**src/rtl/serial_xfer_pkg.sv**
```systemverilog
// Shared definitions for the serial_xfer bit-serial transceiver.
package serial_xfer_pkg;

    typedef enum logic [1:0] {
        ST_IDLE  = 2'd0,
        ST_SHIFT = 2'd1,
        ST_DONE  = 2'd2
    } state_e;

endpackage

```
**src/rtl/serial_xfer.sv**
```systemverilog
// Bit-serial transceiver: shifts a parallel word out on x while reassembling
// the leaf's returned y stream into rx_data, pulsing done when complete.
module serial_xfer
    import serial_xfer_pkg::*;
#(
    parameter int W         = 8,
    parameter bit LSB_FIRST = 1'b0
) (
    input  logic         clk,
    input  logic         rst,
    input  logic         load_valid,
    output logic         load_ready,
    input  logic [W-1:0] load_data,
    output logic         x,
    input  logic         y,
    output logic         busy,
    output logic         done,
    output logic [W-1:0] rx_data
);

    localparam int CW = $clog2(W);

    if (W < 2) begin : g_bad_width
        $error("serial_xfer: W must be at least 2");
    end

    state_e          state_q, state_d;
    logic [W-1:0]    tx_q, tx_d;
    logic [W-1:0]    rx_q, rx_d;
    logic [W-1:0]    rx_data_q, rx_data_d;
    logic [CW-1:0]   cnt_q, cnt_d;
    logic [W-1:0]    rx_shifted;
    logic [W-1:0]    tx_shifted;

    // y enters at the end opposite the one x leaves from, so the received word
    // lines up with the transmitted one under loopback.
    assign rx_shifted = LSB_FIRST ? {y, rx_q[W-1:1]} : {rx_q[W-2:0], y};
    assign tx_shifted = LSB_FIRST ? {1'b0, tx_q[W-1:1]} : {tx_q[W-2:0], 1'b0};

    always_comb begin
        state_d   = state_q;
        tx_d      = tx_q;
        rx_d      = rx_q;
        rx_data_d = rx_data_q;
        cnt_d     = cnt_q;
        case (state_q)
            ST_IDLE: begin
                if (load_valid) begin
                    tx_d    = load_data;
                    cnt_d   = '0;
                    state_d = ST_SHIFT;
                end
            end
            ST_SHIFT: begin
                rx_d = rx_shifted;
                tx_d = tx_shifted;
                if (cnt_q == CW'(W - 1)) begin
                    rx_data_d = rx_shifted;
                    state_d   = ST_DONE;
                end else begin
                    cnt_d = cnt_q + CW'(1);
                end
            end
            ST_DONE: begin
                state_d = ST_IDLE;
            end
            default: begin
                state_d = ST_IDLE;
            end
        endcase
    end

    always_ff @(posedge clk) begin
        if (rst) begin
            state_q   <= ST_IDLE;
            tx_q      <= '0;
            rx_q      <= '0;
            rx_data_q <= '0;
            cnt_q     <= '0;
        end else begin
            state_q   <= state_d;
            tx_q      <= tx_d;
            rx_q      <= rx_d;
            rx_data_q <= rx_data_d;
            cnt_q     <= cnt_d;
        end
    end

    // Outputs decode registered state only; no input reaches x combinationally.
    assign load_ready = (state_q == ST_IDLE);
    assign busy       = (state_q == ST_SHIFT) || (state_q == ST_DONE);
    assign done       = (state_q == ST_DONE);
    assign x          = (state_q == ST_SHIFT) ? (LSB_FIRST ? tx_q[0] : tx_q[W-1]) : 1'b0;
    assign rx_data    = rx_data_q;

endmodule

```
**config.mk**
```make
export PLATFORM = sky130hd
export DESIGN_NAME = serial_xfer
export DESIGN_NICKNAME = d
export VERILOG_FILES = /design/src/rtl/serial_xfer_pkg.sv /design/src/rtl/serial_xfer.sv
export SDC_FILE = /design/constraint.sdc
export NUM_CORES = 1
export LEC_CHECK = 0
export CORE_UTILIZATION = 50
export CTS_CLUSTER_SIZE = 24
export DETAILED_ROUTE_END_ITERATION = 7
export GPL_TIMING_DRIVEN = 0
export PLACE_DENSITY = 0.77
export SYNTH_ARGS = -nofsm -noshare
export SYNTH_HDL_FRONTEND = slang
export SYNTH_SLANG_ARGS = --single-unit
```
**constraint.sdc**
```tcl
create_clock -name clk -period 2.1 [get_ports clk]
set_input_delay 0.42 -clock clk [delete_from_list [all_inputs] [get_ports clk]]
set_output_delay 0.42 -clock clk [all_outputs]
set_load 0.01 [all_outputs]
```
==> impl_metrics.json <==
{
  "status": "complete, no violations",
  "antenna_cells": 0,
  "fp-row-count": 18,
  "cts_tree": "done",
  "max_slew_margin": 0.602,
  "h-tree-depth": 1,
  "final_nets": 178,
  "detail-route-antenna-nets": 0,
  "first_iter_violations": 7,
  "hold_viol": 0,
  "seq_area_frac_synth": 0.432,
  "die_y_um": 52.9,
  "area_delta_synth_final_pct": 26.9,
  "netlist_area_sq_um": 1300,
  "cts.path.max_buffers": 2,
  "cts_buffers": 3,
  "cpLargestDelayFamily": "buffers and inverters",
  "io_buffer_count": 22,
  "max_freq_mhz": 507,
  "crit_type": "reg2out",
  "initial_core_util": 0.528,
  "hold_path.class": "in2reg",
  "critPathBufInv": 2,
  "routedWlPerCell_um": 13.8,
  "synth.area.top_cells": "dfxtp_1 (43%), mux2i_1 (11%), a211oi_2 (6.8%), ha_1 (6.8%), nand2_1 (5.8%)",
  "io_pins": 24,
  "dr.pass1.iters": 4,
  "routed_wl_um": 2600,
  "grt_pass1_wl_um": 4320,
  "place_inst": 184,
  "vias_per_cell": 5.31,
  "clk_pin_slew_ps": 150,
  "syn_inst": 132,
  "powerDensity_nw_per_um2": 732,
  "period_share": 0.938,
  "grt_setup_unrepaired": "no",
  "core_area_sq_um": 2450,
  "final_cells": 188,
  "max_stage_delay_ps": 470,
  "tightest_slew_ps": 597,
  "setup_tns_ps": 0,
  "critPathMaxFanout": 4,
  "synth_edf_count": 0,
  "post-synth-top-count-cell": "dfxtp_1",
  "grt.total_usage": 0.215,
  "ys.flop_type": "dfxtp_1",
  "die_area_sq_um": 2800,
  "antenna_found_initial": 0,
  "gp_congestion": 0.712,
  "setup_viol": 0,
  "start_kind": "register",
  "crit_slowest_cell": "clkdlybuf4s50_1",
  "cts.sinks": 28,
  "clock_skew_ps": 4.94,
  "synth_common_cells": "dfxtp_1 (28), nand2_1 (20), mux2i_1 (14)",
  "grt_start_max_net_pins": 17,
  "yosys_warnings": 0,
  "async_flop_share": 0,
  "ys_ff_latch": 28,
  "leakage_nw": 0.618,
  "crit_path_end_kind": "output port",
  "final-max-slew-violation-count": 0,
  "layout_min_cycle_time_ps": 1970,
  "grt_pass1_vias": 965,
  "critPathRequiredTime_ps": 1680,
  "grt-ovfl-total": 0,
  "drt_drc_violations_left": 0,
  "syn_avg_cell_area_sq_um": 9.82,
  "yosysUniqueCellTypes": 31,
  "drive_gt1_frac": 0.177,
  "synth.largest_area_cell": "dfxtp_1",
  "worst_hold_slack_ps": 389,
  "ctsHoldBuffers": 0,
  "max-vdd-ir-drop_v": 0.000529,
  "synth_nets": 151,
  "arrival_ps": 1550,
  "crit_chain": "clkinvlp_4 -> ha_1 -> clkdlybuf4s50_1",
  "fp.dieW_um": 52.9,
  "via_count": 998,
  "clockRootBuffer": "clkbuf_4",
  "worstSkewPairLatency_ps": 320,
  "netlist.area_leader.share": 0.432,
  "dp_hpwl_um": 1870,
  "drv_cap": 0
}
[flip-flops by register name, indices dropped and copies added (netlist names)]
signal   flops
rx_data      8
rx_q         7
state_q      2
tx_q         8
cnt_q        3
[final cells by class]
cell class / instances / area (sq um)
fill: 221 / 810
multi-input combinational: 94 / 687
sequential: 28 / 566
timing repair buffer: 22 / 221
buffer: 7 / 66.3
tap: 30 / 37.5
clock inverter: 1 / 30.0
clock buffer: 3 / 22.5
inverter: 3 / 15.0
[worst paths after layout]
kind | from | to | slack [ps] | cells past startpoint
hold / removal | rst | tx_q[6] | 390 | 2
setup reg to reg | cnt_q[0] | cnt_q[2] | 370 | 6
setup / recovery | state_q[0] | done | 130 | 3
hold reg to reg | rx_data[1] | rx_data[1] | 470 | 2
[metrics by stage]
| stage | power, mW | utilization | worst slack, ps | cell area (sq um) |
|---|---|---|---|---|
| after global routing | 1.28 | 0.670 | 35.5 | 1650 |
| after floorplan | 0.780 | - | 587 | 1300 |
| after CTS | 1.21 | 0.663 | 6.30 | 1630 |
| after global placement | 0.840 | 0.633 | 216 | 1550 |
| after detailed placement | 0.852 | 0.633 | 216 | 1550 |
| final | 1.20 | 0.670 | 130 | 1650 |
[per-layer routing]
layer | wire [um] | track usage | part of all wire | vias up
met2 | 1250 | 0.363 | 0.48 | 22
met5 | 0 | 0 | 0 | -
met3 | 116 | 0.0345 | 0.045 | 4
li1 | - | - | - | 510
met1 | 1200 | 0.263 | 0.46 | 462
met4 | 33 | 0.101 | 0.013 | 0
[layout by cell type, fill, tap and decap left out, types with 2 or more instances in the layout]
cell,count
a211oi_2,7
a21oi_1,10
clkbuf_4,3
clkdlybuf4s50_1,20
dfxtp_1,26
ha_1,5
ha_4,2
mux2i_1,14
nand2_1,20
nand2b_1,2
nor2_1,13
nor2_2,3
o311ai_0,3
o41ai_1,2
[worst register-to-register path: cells and delay by family (launching register included)]
family	cells	cell delay [ps]
fa+ha+maj	2	430
flops	1	360
compound gates	2	520
buf+inv	1	130
simple gates	1	180
[timing repair]
item,4_1_cts,5_1_grt
setup endpoints to repair,2,2
setup buffers,0,0
resized for setup,8,4
[where the power goes]
group / switching, mW / internal [mW] / leakage [nW]
clock: 0.155 / 0.193 / 0.0279
sequential: 0.0225 / 0.562 / 0.229
combinational: 0.135 / 0.136 / 0.361
total: 0.312 / 0.892 / 0.618
[cell families after synthesis]
group                      share of synthesized area
AOI/OAI and AO/OA                              0.167
and+or+nand+nor                                0.156
muxes                                          0.120
adders and majority gates                     0.0676
DFF                                            0.432
buffers and inverters                         0.0569
No activity file was read; power rests on OpenSTA's default activity.
